--- config.mk ---
export PLATFORM = sky130hd
export DESIGN_NAME = fix_tag_writer
export DESIGN_NICKNAME = d
export VERILOG_FILES = /design/src/rtl/fix_tag_writer.sv
export SDC_FILE = /design/constraint.sdc
export NUM_CORES = 1
export LEC_CHECK = 0
export ABC_AREA = 1
export BUFFER_PORTS_ARGS = -buffer_cell sky130_fd_sc_hd__buf_2
export CAP_MARGIN = 20
export CORE_MARGIN = 2
export CORE_UTILIZATION = 40
export DETAILED_ROUTE_END_ITERATION = 8
export PLACE_DENSITY = 0.6
export SLEW_MARGIN = 10
export SYNTH_ARGS = -nofsm -noshare
export SYNTH_HDL_FRONTEND = slang
export SYNTH_SLANG_ARGS = --single-unit
--- constraint.sdc ---
create_clock -name clk -period 2.26 [get_ports clk]
set_clock_uncertainty 0.15 [all_clocks]
set_input_delay 0.452 -clock clk [delete_from_list [all_inputs] [get_ports clk]]
set_output_delay 0.452 -clock clk [all_outputs]
set_load 0.02 [all_outputs]
--- src/rtl/fix_tag_writer.sv ---
`default_nettype none
// ============================================================================
// Module      : fix_tag_writer
// Description : Parses a FIX "tag=value<SOH>" byte stream and writes each
//               field's left-aligned value word into the tag RAM at the
//               address given by the tag number. It also flags malformed
//               fields, drops out-of-range tags and marks tag 10
//               (the checksum) as end of message.
// Revision    : 1.0 - initial release
// ============================================================================
module fix_tag_writer #(
    parameter int ADDR_WIDTH     = 8,
    parameter int DATA_WIDTH     = 32,
    parameter int MAX_TAG_DIGITS = 5
) (
    input  logic                  clk,
    input  logic                  rst_n,
    input  logic                  i_in_valid,
    input  logic [7:0]            i_in_data,
    output logic                  o_in_ready,
    output logic [ADDR_WIDTH-1:0] o_ram_addr,
    output logic [DATA_WIDTH-1:0] o_ram_wdata,
    output logic                  o_ram_cs,
    output logic                  o_ram_we,
    output logic                  o_ram_oe,
    output logic                  o_msg_done,
    output logic                  o_err,
    output logic                  o_drop,
    output logic                  o_trunc,
    output logic [15:0]           o_pair_count
);

    localparam int         c_BYTES  = DATA_WIDTH / 8;
    localparam int         c_TAG_W  = 17;
    localparam int         c_DCNT_W = $clog2(MAX_TAG_DIGITS + 1);
    localparam int         c_BCNT_W = $clog2(c_BYTES + 1);
    localparam logic [7:0] c_SOH    = 8'h01;
    localparam logic [7:0] c_EQ     = 8'h3D;

    typedef enum logic [1:0] {
        S_TAG   = 2'd0,
        S_VALUE = 2'd1,
        S_WRITE = 2'd2,
        S_SKIP  = 2'd3
    } state_t;

    state_t                r_state;
    logic [c_TAG_W-1:0]    r_tag_acc;
    logic [c_DCNT_W-1:0]   r_digit_cnt;
    logic [DATA_WIDTH-1:0] r_value;
    logic [c_BCNT_W-1:0]   r_byte_cnt;
    logic                  r_trunc_pend;

    logic [ADDR_WIDTH-1:0] r_ram_addr;
    logic [DATA_WIDTH-1:0] r_ram_wdata;
    logic                  r_ram_cs;
    logic                  r_ram_we;
    logic                  r_msg_done;
    logic                  r_err;
    logic                  r_drop;
    logic                  r_trunc;
    logic [15:0]           r_pair_count;

    logic                  w_accept;
    logic                  w_is_digit;
    logic                  w_is_soh;
    logic                  w_tag_in_range;
    logic [c_TAG_W-1:0]    w_tag_next;
    logic [DATA_WIDTH-1:0] w_value_next;

    assign w_accept       = i_in_valid && o_in_ready;
    assign w_is_digit     = (i_in_data >= 8'h30) && (i_in_data <= 8'h39);
    assign w_is_soh       = (i_in_data == c_SOH);
    // tag*10 + digit; 5 decimal digits never exceed 17 bits
    assign w_tag_next     = (r_tag_acc << 3) + (r_tag_acc << 1) + c_TAG_W'(i_in_data[3:0]);
    assign w_tag_in_range = ((r_tag_acc >> ADDR_WIDTH) == '0);

    // Drop the incoming value byte into its left-aligned slot in the word
    always_comb begin
        w_value_next = r_value;
        for (int i = 0; i < c_BYTES; i++) begin
            if (r_byte_cnt == c_BCNT_W'(i)) begin
                w_value_next[DATA_WIDTH-1-8*i -: 8] = i_in_data;
            end
        end
    end

    assign o_in_ready   = (r_state != S_WRITE);
    assign o_ram_oe     = 1'b0;
    assign o_ram_addr   = r_ram_addr;
    assign o_ram_wdata  = r_ram_wdata;
    assign o_ram_cs     = r_ram_cs;
    assign o_ram_we     = r_ram_we;
    assign o_msg_done   = r_msg_done;
    assign o_err        = r_err;
    assign o_drop       = r_drop;
    assign o_trunc      = r_trunc;
    assign o_pair_count = r_pair_count;

    // Field parser FSM with registered RAM-port and status outputs
    always_ff @(posedge clk or negedge rst_n) begin
        if (!rst_n) begin
            r_state      <= S_TAG;
            r_tag_acc    <= '0;
            r_digit_cnt  <= '0;
            r_value      <= '0;
            r_byte_cnt   <= '0;
            r_trunc_pend <= 1'b0;
            r_ram_addr   <= '0;
            r_ram_wdata  <= '0;
            r_ram_cs     <= 1'b0;
            r_ram_we     <= 1'b0;
            r_msg_done   <= 1'b0;
            r_err        <= 1'b0;
            r_drop       <= 1'b0;
            r_trunc      <= 1'b0;
            r_pair_count <= '0;
        end else begin
            // pulses and the write strobe are single-cycle by default
            r_ram_cs   <= 1'b0;
            r_ram_we   <= 1'b0;
            r_msg_done <= 1'b0;
            r_err      <= 1'b0;
            r_drop     <= 1'b0;
            r_trunc    <= 1'b0;

            case (r_state)
                S_TAG: begin
                    if (w_accept) begin
                        if (w_is_digit && (r_digit_cnt < c_DCNT_W'(MAX_TAG_DIGITS))) begin
                            r_tag_acc   <= w_tag_next;
                            r_digit_cnt <= r_digit_cnt + 1'b1;
                        end else if ((i_in_data == c_EQ) && (r_digit_cnt != '0)) begin
                            r_state <= S_VALUE;
                        end else begin
                            // malformed tag: flag it and discard to the next SOH
                            r_err       <= 1'b1;
                            r_state     <= S_SKIP;
                            r_tag_acc   <= '0;
                            r_digit_cnt <= '0;
                        end
                    end
                end

                S_VALUE: begin
                    if (w_accept) begin
                        if (w_is_soh) begin
                            if (w_tag_in_range) begin
                                r_state      <= S_WRITE;
                                r_ram_addr   <= r_tag_acc[ADDR_WIDTH-1:0];
                                r_ram_wdata  <= r_value;
                                r_ram_cs     <= 1'b1;
                                r_ram_we     <= 1'b1;
                                r_trunc      <= r_trunc_pend;
                                r_msg_done   <= (r_tag_acc == c_TAG_W'(10));
                                r_pair_count <= r_pair_count + 16'd1;
                            end else begin
                                r_drop       <= 1'b1;
                                r_state      <= S_TAG;
                                r_tag_acc    <= '0;
                                r_digit_cnt  <= '0;
                                r_value      <= '0;
                                r_byte_cnt   <= '0;
                                r_trunc_pend <= 1'b0;
                            end
                        end else if (r_byte_cnt < c_BCNT_W'(c_BYTES)) begin
                            r_value    <= w_value_next;
                            r_byte_cnt <= r_byte_cnt + 1'b1;
                        end else begin
                            r_trunc_pend <= 1'b1;
                        end
                    end
                end

                S_WRITE: begin
                    // write strobe is on the bus this cycle; reset for next field
                    r_state      <= S_TAG;
                    r_tag_acc    <= '0;
                    r_digit_cnt  <= '0;
                    r_value      <= '0;
                    r_byte_cnt   <= '0;
                    r_trunc_pend <= 1'b0;
                end

                S_SKIP: begin
                    if (w_accept && w_is_soh) begin
                        r_state <= S_TAG;
                    end
                end

                default: r_state <= S_TAG;
            endcase
        end
    end

endmodule
`default_nettype wire

==> summary.md <==
| Metric | Value |
|---|---|
| Sink Count | 119 |
| Leak | 4.595 nW |
| Synth top area cells | dfrtp_1, nand2_1, ha_1 |
| Number of global-route vias before repair | 5135 |
| Final Cell Area | 7993 um^2 |
| Startpoint Class | flip-flop |
| Core ar. | 15890 um^2 |
| Post-synth top area cell | dfrtp_1 |
| DP HPWL | 10870 um |
| Top_reg_cell synth | dfrtp_1 |
| Synth Area in Adders | 0.08304 |
| Post-Route Hold Slack | 0.1954 ns |
| Die Wd | 131.6 um |
| Sequential share of power | 0.348 |
| Cell variety after synth | 32 |
| CTS tree | done |
| Post-Synth Simple-Gate Area | 0.3189 |
| Worst EP arrival | 2.43 ns |
| Worst-skew pair later-pin latency | 0.42 ns |
| Area Growth Syn to Fin | 22.80% |
| H-tree Lvls | 4 |
| Post-place instance area | 7278 um^2 |
| Area of the mapped netlist | 6509 um^2 |
| Worst Setup End Kind | flip-flop |
| Largest family of logic cells by synthesized area | simple AND/OR/NAND/NOR gates |
| Int Pwr | 5.013 mW |
| Syn_nets | 877 |
| Synth top area share | 0.4575 |
| Gate power share | 0.292 |
| IO Count | 75 |
| RSZ-0062 raised after global routing | yes |
| Total track usage | 0.1815 |
| Net Sw Frac | 0.3562 |
| Initial Util | 0.4097 |
| DRT antenna net count | 0 |
| WS Path Type | flip-flop to flip-flop |
| #FFs+latches synth | 119 |
| DRT Pass-1 Iters | 4 |
| Final hold violations | 0 |
| Clock root cell | clkbuf_16 |
| DR vias/cell | 4.646 |
| Post-synthesis sequential area ratio | 0.4575 |
| Setup violators final | 0 |
| Largest net degree at the start of global routing | 41 |
| Residual DRC | 0 |
| Initial DRC count | 284 |
| Setup_tns | 0 ns |
| TritonCTS buffer count | 17 |
| EDFF count, synth | 0 |
| Die H | 131.6 um |
| Peak fanout along the critical path | 3 |
| Final Cycle Share | 0.9850 |
| Gr ovfl total | 0 |
| Layout Nets | 981 |
| Layout cells sized above 1 | 0.1934 |
| Period minus WS final | 2.226 ns |
| Post-Route WL | 15080 um |
| Xor-xnor portion of the synthesized cell area | 0.03095 |
| Clock power share | 0.360 |
| Vias | 5375 |
| Mux contribution to synthesized area | 0 |
| Diodes inserted | 0 |
| Crit Reg-Reg Startpoint | r_tag_acc[2] |
| Placed cell count | 1121 |
| Outcome | completed |
| # rows | 46 |
| Required @ worst endpoint | 2.46 ns |
| Die area | 17310 um^2 |
| DR WL/cell | 13.03 um |
| Ys async rst share | 1.000 |
| Critical path, cell by cell | inv_2 > fa_1 > inv_2 > fa_2 > nand3_2 > nand3_4 > a21oi_4 > xnor2_1 > nand2_1 > nand2_1 |
| Compound-cell area share of the yosys netlist | 0.04191 |
| Non-filler cells, final | 1157 |
| Max-cap violations | 0 |
| Cells after Synth | 824 |
| Fill count | 1589 |
| Peak supply drop | 0.0005919 V |
| Critical path origin | r_tag_acc[2] |
| Synthesized area per cell | 7.899 um^2 |
| Global-route wire length before repair | 25410 um |
| Worst path slowest cell | fa_1 |
| Hold WC Path Type | input port to flip-flop |
| Clk buf depth | 2 |
| I/O Buffers | 73 |
| Max incr delay on CP | 0.52 ns |
| PwrDens | 974.2 nW/um^2 |
| RD Place Congestion | 0.8733 |
| YS warnings | 0 |
| Total power | 7.787 mW |
| F_max | 0.4492 GHz |
| CTS clk-pin slew, worst paths | 0.06 ns |
| Sw power | 2.774 mW |
| Final Max Slew Viols | 0 |
| HP Start | i_in_data[0] |
| Antenna violations before repair | 0 |
[layout by cell type, fill, tap and decap left out, types with 2 or more instances in the layout]
cell / Yosys / layout
ha_2: 0 / 2
ha_1: 40 / 37
nor2_4: 5 / 6
inv_6: 0 / 3
nor4_1: 2 / 2
inv_1: 79 / 77
buf_12: 0 / 4
clkinv_2: 0 / 2
nand2_4: 2 / 2
nand3_4: 2 / 3
o21ai_0: 19 / 19
nand3_2: 1 / 6
nand2_1: 356 / 356
inv_2: 6 / 8
nand3_1: 42 / 36
nand4_1: 11 / 11
nor3_1: 9 / 9
nand3b_1: 3 / 3
o21ai_2: 10 / 10
bufinv_16: 0 / 3
buf_4: 2 / 25
xnor2_1: 6 / 6
nor2_1: 49 / 49
xor2_1: 17 / 17
clkbuf_16: 0 / 17
o21ai_1: 8 / 8
clkinvlp_4: 0 / 5
nor2_2: 4 / 3
dfrtp_1: 119 / 119
buf_2: 10 / 72
a21oi_1: 10 / 7
a21oi_2: 0 / 2
[logic make-up after synthesis]
| group | count (synthesis) |
|---|---|
| XOR/XNOR | 23 |
| flip-flops | 119 |
| AO/OA/AOI/OAI | 47 |
| buffers and inverters | 102 |
| other | 1 |
| AND/OR/NAND/NOR | 490 |
| adder cells (fa/ha/maj) | 42 |
[repair_timing]
action / in CTS / in global routing
hold buffers: 1 / 0
setup endpoints to repair: 0 / 40
hold endpoints to repair: 23 / 0
gates resized for setup: 0 / 15
setup buffers: 0 / 3
[cells in the mapped netlist (all sizes together), types with 4 or more instances]
cell type / count
a21oi: 10
buf: 16
dfrtp: 119
ha: 40
inv: 85
nand2: 359
nand3: 45
nand3b: 4
nand4: 11
nor2: 59
nor3: 10
o21ai: 37
xnor2: 6
xor2: 17
[power by group through the flow]
stage          clock (mW)  combinational (mW)  sequential (mW)
4_1_cts              2.84                2.23             2.71
6_report             2.81                2.27             2.71
5_1_grt              2.95                2.59             2.76
3_5_place_dp            0                2.21             2.74
3_3_place_gp            0                2.19             2.74
2_1_floorplan           0                1.59             2.72
[metrics by stage]
step,utilization,setup slack (ns)
5_1_grt,0.5032,-0.07067
2_1_floorplan,-,0.04026
4_1_cts,0.4973,0.007096
6_report,0.5032,0.03396
3_3_place_gp,0.4582,-0.1253
3_5_place_dp,0.4582,-0.1658
[critical path, delay by kind of cell, from the launching register on]
kind / cells / cell delay, ns
buffers and inverters: 2 / 0.12
AOI/OAI and AO/OA: 1 / 0.14
and+or+nand+nor: 4 / 0.33
adders and majority gates: 2 / 0.94
DFF: 1 / 0.36
xor gates and xnor gates: 1 / 0.12
[final timing paths]
path	end	slack [ns]	depth (start not counted)
setup / recovery	r_tag_acc[10]	0.03	10
hold / removal	r_tag_acc[0]	0.20	3
setup reg to reg	r_tag_acc[10]	0.03	10
hold reg to reg	o_ram_wdata[17]	0.31	2
max in group asynchronous	o_ram_wdata[12]	1.06	3
min in group asynchronous	o_pair_count[5]	0.34	2
[final cells by class]
class / instances / area, um^2 / area share
Tap cell: 216 / 270.3 / 0.03381
Timing Repair Buffer: 102 / 638.1 / 0.07984
Multi-Input combinational cell: 603 / 3176 / 0.3973
Sequential cell: 119 / 2978 / 0.3726
Clock inverter: 14 / 172.7 / 0.02160
Inverter: 85 / 319.1 / 0.03992
Clock buffer: 18 / 439.2 / 0.05495
[sequential cells by signal, summed over array words and instances, names as in the netlist]
register,count
r_tag_acc,17
o_drop,1
r_trunc_pend,1
r_digit_cnt,3
r_byte_cnt,3
o_err,1
o_ram_we,1
o_ram_addr,8
o_pair_count,16
r_state,2
o_msg_done,1
r_value,32
o_trunc,1
o_ram_wdata,32
[metal layers]
layer / GRT usage / share of wire / routed length [um]
met5: 0 / 0 / 0
met3: 0.03549 / 0.036 / 547
met4: 0.06401 / 0.015 / 219
met2: 0.2926 / 0.46 / 6971
met1: 0.2439 / 0.49 / 7339
(Power assumes the default switching activity.)
